`config.mk`:
```
export PLATFORM = sky130hd
export DESIGN_NAME = tbird_sequencer_flat
export DESIGN_NICKNAME = d
export VERILOG_FILES = /design/src/rtl/tbird_if.sv /design/src/rtl/tbird_sequencer.sv /design/src/flat_wrapper.sv
export SDC_FILE = /design/constraint.sdc
export NUM_CORES = 1
export LEC_CHECK = 0
export CAP_MARGIN = 10
export CORE_UTILIZATION = 55
export CTS_CLUSTER_DIAMETER = 120
export CTS_CLUSTER_SIZE = 16
export DETAILED_ROUTE_END_ITERATION = 10
export GPL_TIMING_DRIVEN = 0
export PLACE_DENSITY_LB_ADDON = 0.25
export SLEW_MARGIN = 0
export SYNTH_ARGS = -nofsm -noshare
export SYNTH_HDL_FRONTEND = slang
export SYNTH_SLANG_ARGS = --single-unit
```
`constraint.sdc`:
```
create_clock -name CLK100MHZ -period 2.47 [get_ports CLK100MHZ]
set_clock_uncertainty 0.1 [all_clocks]
set_input_delay 0.494 -clock CLK100MHZ [delete_from_list [all_inputs] [get_ports CLK100MHZ]]
set_output_delay 0.494 -clock CLK100MHZ [all_outputs]
set_load 0.03 [all_outputs]
```
`src/rtl/tbird_if.sv`:
```
// Switch-to-sequencer bundle: raw switch inputs in, debounced levels and lamp-step controls out.
interface tbird_if;
  logic L_RAW;
  logic B_RAW;
  logic R_RAW;
  logic HAZ_RAW;
  logic L;
  logic B;
  logic R;
  logic Emerg;
  logic STEP;
  logic Q0;
  logic Lite_1;
  logic Lite_2;
  logic Lite_3;

  modport master (
    output L_RAW, B_RAW, R_RAW, HAZ_RAW,
    input  L, B, R, Emerg, STEP, Q0, Lite_1, Lite_2, Lite_3
  );

  modport slave (
    input  L_RAW, B_RAW, R_RAW, HAZ_RAW,
    output L, B, R, Emerg, STEP, Q0, Lite_1, Lite_2, Lite_3
  );
endinterface

```
`src/rtl/tbird_sequencer.sv`:
```
// Thunderbird tail-light control stage: sync + debounce switches, step prescaler, phase sweep.
// Define TBIRD_HAZARD_EN to add the debounced hazard switch to Emerg.
module tbird_sequencer #(
  parameter int TICK_DIV  = 50_000_000,
  parameter int DB_CYCLES = 1_000_000
) (
  input  logic   CLK100MHZ,
  input  logic   RST,
  tbird_if.slave io
);

`ifdef TBIRD_HAZARD_EN
  localparam int NCH = 4;
`else
  localparam int NCH = 3;
`endif
  localparam int CW = (DB_CYCLES > 1) ? $clog2(DB_CYCLES) : 1;
  localparam int PW = $clog2(TICK_DIV);
  localparam logic [CW-1:0] DB_LAST  = CW'(DB_CYCLES - 1);
  localparam logic [PW-1:0] PRE_LAST = PW'(TICK_DIV - 1);

  typedef enum logic [1:0] {
    IDLE = 2'd0,
    S1   = 2'd1,
    S2   = 2'd2,
    S3   = 2'd3
  } phase_t;

  // Channel order: 0 = L, 1 = B, 2 = R, 3 = HAZ (hazard build only)
  logic [NCH-1:0] raw;
  logic [NCH-1:0] sync1_q, sync1_d;
  logic [NCH-1:0] sync2_q, sync2_d;
  logic [NCH-1:0] db_q, db_d;
  logic [CW-1:0]  cnt_q [NCH];
  logic [CW-1:0]  cnt_d [NCH];

  logic [PW-1:0]  presc_q, presc_d;
  logic           step_q, step_d;
  logic           q0_q, q0_d;
  phase_t         phase_q, phase_d;
  logic [2:0]     lite_q, lite_d;
  logic           l_prev_q, l_prev_d;
  logic           r_prev_q, r_prev_d;
  logic           emerg_prev_q, emerg_prev_d;

  logic           emerg;
  logic           active;
  logic           restart;

`ifdef TBIRD_HAZARD_EN
  assign raw   = {io.HAZ_RAW, io.R_RAW, io.B_RAW, io.L_RAW};
  assign emerg = db_q[3] | (db_q[0] & db_q[2]);
`else
  logic unused_haz;
  assign unused_haz = io.HAZ_RAW;
  assign raw   = {io.R_RAW, io.B_RAW, io.L_RAW};
  assign emerg = db_q[0] & db_q[2];
`endif

  // Input path: two-flop synchronizer, then per-channel debounce counter
  always_comb begin
    sync1_d = raw;
    sync2_d = sync1_q;
    db_d    = db_q;
    for (int i = 0; i < NCH; i++) begin
      cnt_d[i] = '0;
      if (sync2_q[i] != db_q[i]) begin
        if (cnt_q[i] == DB_LAST) begin
          db_d[i] = sync2_q[i];
        end else begin
          cnt_d[i] = cnt_q[i] + 1'b1;
        end
      end
    end
  end

  // Any edge on a level that drives the sweep restarts it from a full step period
  assign restart = (db_q[0] != l_prev_q) | (db_q[2] != r_prev_q) | (emerg != emerg_prev_q);
  assign active  = db_q[0] | db_q[2] | emerg;

  always_comb begin
    l_prev_d     = db_q[0];
    r_prev_d     = db_q[2];
    emerg_prev_d = emerg;
    presc_d      = (restart || (presc_q == PRE_LAST)) ? '0 : presc_q + 1'b1;
    step_d       = (presc_d == PRE_LAST);
    q0_d         = q0_q ^ step_q;
    phase_d      = phase_q;
    if (restart || !active) begin
      phase_d = IDLE;
    end else if (step_q) begin
      case (phase_q)
        IDLE:    phase_d = S1;
        S1:      phase_d = S2;
        S2:      phase_d = S3;
        default: phase_d = IDLE;
      endcase
    end
    lite_d = {phase_d == S3, phase_d >= S2, phase_d != IDLE};
  end

  // State register stage
  always_ff @(posedge CLK100MHZ) begin
    if (RST) begin
      sync1_q      <= '0;
      sync2_q      <= '0;
      db_q         <= '0;
      for (int i = 0; i < NCH; i++) cnt_q[i] <= '0;
      presc_q      <= '0;
      step_q       <= 1'b0;
      q0_q         <= 1'b0;
      phase_q      <= IDLE;
      lite_q       <= '0;
      l_prev_q     <= 1'b0;
      r_prev_q     <= 1'b0;
      emerg_prev_q <= 1'b0;
    end else begin
      sync1_q      <= sync1_d;
      sync2_q      <= sync2_d;
      db_q         <= db_d;
      for (int i = 0; i < NCH; i++) cnt_q[i] <= cnt_d[i];
      presc_q      <= presc_d;
      step_q       <= step_d;
      q0_q         <= q0_d;
      phase_q      <= phase_d;
      lite_q       <= lite_d;
      l_prev_q     <= l_prev_d;
      r_prev_q     <= r_prev_d;
      emerg_prev_q <= emerg_prev_d;
    end
  end

  assign io.L      = db_q[0];
  assign io.B      = db_q[1];
  assign io.R      = db_q[2];
  assign io.Emerg  = emerg;
  assign io.STEP   = step_q;
  assign io.Q0     = q0_q;
  assign io.Lite_1 = lite_q[0];
  assign io.Lite_2 = lite_q[1];
  assign io.Lite_3 = lite_q[2];

endmodule
```
`src/flat_wrapper.sv`:
```
// flat-port wrapper written by rule: the top's interface ports become plain ports
module tbird_sequencer_flat 
#(
  parameter int TICK_DIV  = 50_000_000,
  parameter int DB_CYCLES = 1_000_000
)
  (CLK100MHZ, RST, io_L_RAW, io_B_RAW, io_R_RAW, io_HAZ_RAW, io_L, io_B, io_R, io_Emerg, io_STEP, io_Q0, io_Lite_1, io_Lite_2, io_Lite_3);
  tbird_if io_i ();
  input  logic CLK100MHZ;
  input  logic RST;
  input wire logic [$bits(io_i.L_RAW)-1:0] io_L_RAW;
  input wire logic [$bits(io_i.B_RAW)-1:0] io_B_RAW;
  input wire logic [$bits(io_i.R_RAW)-1:0] io_R_RAW;
  input wire logic [$bits(io_i.HAZ_RAW)-1:0] io_HAZ_RAW;
  output wire logic [$bits(io_i.L)-1:0] io_L;
  output wire logic [$bits(io_i.B)-1:0] io_B;
  output wire logic [$bits(io_i.R)-1:0] io_R;
  output wire logic [$bits(io_i.Emerg)-1:0] io_Emerg;
  output wire logic [$bits(io_i.STEP)-1:0] io_STEP;
  output wire logic [$bits(io_i.Q0)-1:0] io_Q0;
  output wire logic [$bits(io_i.Lite_1)-1:0] io_Lite_1;
  output wire logic [$bits(io_i.Lite_2)-1:0] io_Lite_2;
  output wire logic [$bits(io_i.Lite_3)-1:0] io_Lite_3;
  assign io_i.L_RAW = io_L_RAW;
  assign io_i.B_RAW = io_B_RAW;
  assign io_i.R_RAW = io_R_RAW;
  assign io_i.HAZ_RAW = io_HAZ_RAW;
  assign io_L = io_i.L;
  assign io_B = io_i.B;
  assign io_R = io_i.R;
  assign io_Emerg = io_i.Emerg;
  assign io_STEP = io_i.STEP;
  assign io_Q0 = io_i.Q0;
  assign io_Lite_1 = io_i.Lite_1;
  assign io_Lite_2 = io_i.Lite_2;
  assign io_Lite_3 = io_i.Lite_3;
  tbird_sequencer #(.TICK_DIV(TICK_DIV), .DB_CYCLES(DB_CYCLES)) u_core (.CLK100MHZ(CLK100MHZ), .RST(RST), .io(io_i));
endmodule
```
==> key figures, run 1 <==
Run status
  • Status: complete, no violations

Timing
  • Final Critical Period: approximately 2300 ps
  • Final setup vio count: 0
  • Final Hold Viols: 0
  • Final period util: 92.7%
  • Slew HR: 64.5%
  • Worst slew pin tran: about 530 ps
  • Setup TNS: 0 ps
  • RSZ-0062 raised after global routing: false
  • Max Freq: between 400 and 500 MHz
  • Pins over their slew limit: 0

Setup path
  • Critical path capture point type: flip-flop
  • CP Data Required Time: around 2700 ps
  • Register-to-Register Path Depth: 7
  • Startpoint types: flip-flop
  • Worst Setup EP: u_core.io.STEP
  • Critical Path Start: u_core.presc_q[3]
  • Reg-to-Reg End: u_core.io.STEP
  • WS Path Type: reg -> reg
  • Max FO, Critical Path: 8
  • Reg-to-reg startpoint: u_core.presc_q[3]
  • Critical path arrival: roughly 2500 ps
  • Worst-case register-to-register setup slack: 180 ps

Yosys
  • FF+latch count, synth: roughly 100
  • Syn avg cell area: 8.79 sq um
  • Warning count from the yosys run: 0
  • Number of synthesized flops with an enable pin: 0
  • Post-Syn Area: 4640 sq um
  • Mapped Nets: approximately 540
  • Synth Flop Type: dfxtp_1
  • Post-synthesis async set-or-reset flop share: 0%
  • Post-synthesis cell type count: 45
  • Register area share after synthesis: roughly 45%
  • Synth Instances: about 530

Cells and area
  • Most frequent cells in the layout: nor2_1, dfxtp_1, xor2_1
  • Layout cells sized above 1: 5.39%
  • # nets final: approximately 570
  • Area growth, synth to finish: 10.3%
  • Most common library cell in the layout ignoring fill and taps: nor2_1
  • Antenna diode count: 0

Pwr
  • Worst vdd ir: between 0.3 and 0.4 mV
  • Pleak: ~1.7 nW
  • Power Total: 0.00284 W
  • Cell Pwr Density: roughly 550 nW/um^2

Placed design
  • GPL Wtd Cong: roughly 0.85
  • Number of port buffers: 13
  • DP HPWL: ~6.1 mm

CTS
  • Post-CTS Setup Bufs: 0
  • Worst skew pair latency: ~360 ps
  • Hold-fix buffers, CTS: 0
  • CTS tree: built
  • Clock Tree Root: clkbuf_8
  • Maximum buffer depth of the clock tree: 2
  • Clk sinks: between 100 and 150
  • CTS Buf Count: 9
  • CTS H-tree depth: 3
  • Clk slew on worst S/H paths: ~90 ps

Drt
  • Initial DRC Count: around 140
  • Average wire per standard cell: ~13 um
  • Routed Wire Length: 8.44 mm
  • Vias per cell: 5.50
  • Vias: between 3000 and 4000
  • Drt first pass iters: 4
  • ANT nets after route: 0
  • DRC Markers: 0

Global routing
  • Vias in the first global route: 3407
  • Initial antenna violation count: 0
  • Largest net degree at the start of global routing: 17
  • GRT overflow: 0
  • First-pass GRT wire length: about 15 mm
  • GR Util All Layers: between 20% and 30%

Floorplanning
  • # IOs: 15
  • Rows: 33
  • Die width: roughly 94 um
  • Core area: ~8000 sq um
  • Initial core utilization: around 57%
  • Total Die Area: just under 9000 sq um
  • DIE HEIGHT: about 94 um

Worst hold path
  • Worst Hold Depth: 1
  • Worst hold path type: reg -> reg

Job
  • MaxCap Viol Count: 0
==> cell type report <==
type | instances | area [sq um]
clock inverters | 4 | 52.6
flip-flops and latches | 104 | 2080
plain buffers | 13 | 53.8
fillers | 724 | 3060
well taps | 105 | 131
inverters | 12 | 45.0
repair buffers | 13 | 129
clock buffers | 12 | 155
multi-input cells | 399 | 2470
==> cells by family (layout without fill, tap and decap cells) <==
kind of cell	Yosys count	count (layout)	share of synthesized area (%)
compound gates	28	28	4.69
xor+xnor	78	78	14.7
fa+ha+maj	7	7	1.89
buf+inv	25	54	2.08
flops	104	104	44.9
mux	5	5	1.08
simple gates	281	281	30.7
==> worst min path at each step <==
stage / start / endpoint / slack (ps)
finish: u_core.sync1_q[1] / u_core.sync2_q[1] / 350
global route: u_core.sync1_q[1] / u_core.sync2_q[1] / 360
CTS: u_core.sync1_q[1] / u_core.sync2_q[1] / 350
detailed placement: u_core.sync1_q[1] / u_core.sync2_q[1] / 330
global placement: u_core.sync1_q[1] / u_core.sync2_q[1] / 320
floorplan: u_core.sync1_q[0] / u_core.sync2_q[0] / 310
==> worst max-delay path, stage by stage, from the launching register on <==
cell and delay (ps):
dfxtp_1 320, buf_2 200, nand4_4 170, nor4_4 570, o221ai_2 200, a2111oi_2 310
o211a_1 190, o2111a_1 170
==> state kept, by name, indices dropped and copies added, names as in the netlist <==
signal	cells
u_core.db_q	3
u_core.l_prev_q	1
u_core.io.Q0	1
u_core.cnt_q	60
u_core.r_prev_q	1
u_core.presc_q	26
u_core.io.STEP	1
u_core.phase_q	1
u_core.sync1_q	3
u_core.sync2_q	3
u_core.lite_q	3
u_core.emerg_prev_q	1
==> report_power, final <==
group          switching [W]  internal, W  leakage [nW]   total, W
Combinational      0.0000303    0.0000201         0.799  0.0000505
Clock               0.000564     0.000527         0.107    0.00109
Sequential        0.00000856      0.00169         0.839    0.00169
==> per-stage QoR <==
stage	hold slack, ps	cells	util (%)	worst slack, ps	area [sq um]
after floorplan	314	528	-	425	4640
after global placement	319	646	60.0	56.3	4900
after detailed placement	330	646	60.0	46.1	4900
after CTS	353	662	62.5	19.4	5110
after global routing	361	662	62.6	5.69	5120
final	349	662	62.6	181	5120
==> Yosys cell counts (5+ instances only) <==
| cell type | count | share of area, % |
|---|---|---|
| nand3_1 | 34 | 3.7 |
| nor2_1 | 112 | 9.1 |
| nand4_1 | 26 | 3.5 |
| nand2_1 | 28 | 2.3 |
| xor2_1 | 45 | 8.5 |
| nor2b_1 | 10 | 1.3 |
| nor4_1 | 7 | 0.94 |
| xnor2_1 | 33 | 6.2 |
| nor3_1 | 9 | 0.97 |
| clkbuf_1 | 11 | 0.89 |
| and4_1 | 5 | 0.94 |
| a21oi_1 | 5 | 0.54 |
| dfxtp_1 | 104 | 45 |
| and2_1 | 5 | 0.67 |
| mux2i_1 | 5 | 1.1 |
| or3_1 | 8 | 1.1 |
| inv_1 | 12 | 0.97 |
| ha_1 | 7 | 1.9 |
| and3_1 | 15 | 2.0 |
==> what timing repair did <==
action                     in CTS  in global routing
hold endpoints to repair        0                  0
setup endpoints to repair       1                 41
resized for setup               1                  6
pin swaps                       0                  0
==> routing by layer <==
layer / track usage, % / share of wire, % / vias up
met5: 0 / 0 / -
met4: 6.41 / 1.1 / 0
met3: 5.10 / 3.6 / 8
met2: 34.9 / 48 / 46
met1: 26.1 / 47 / 1734
li1: - / - / 1852
Note: power is estimated with default switching activity, not from simulation.
==> run 2, diff against run 1 <==
Settings changed: GPL_ROUTABILITY_DRIVEN from default to 1.
==> results of run 2 <==
The final DEF is identical to that of run 1; final timing and power are the same.
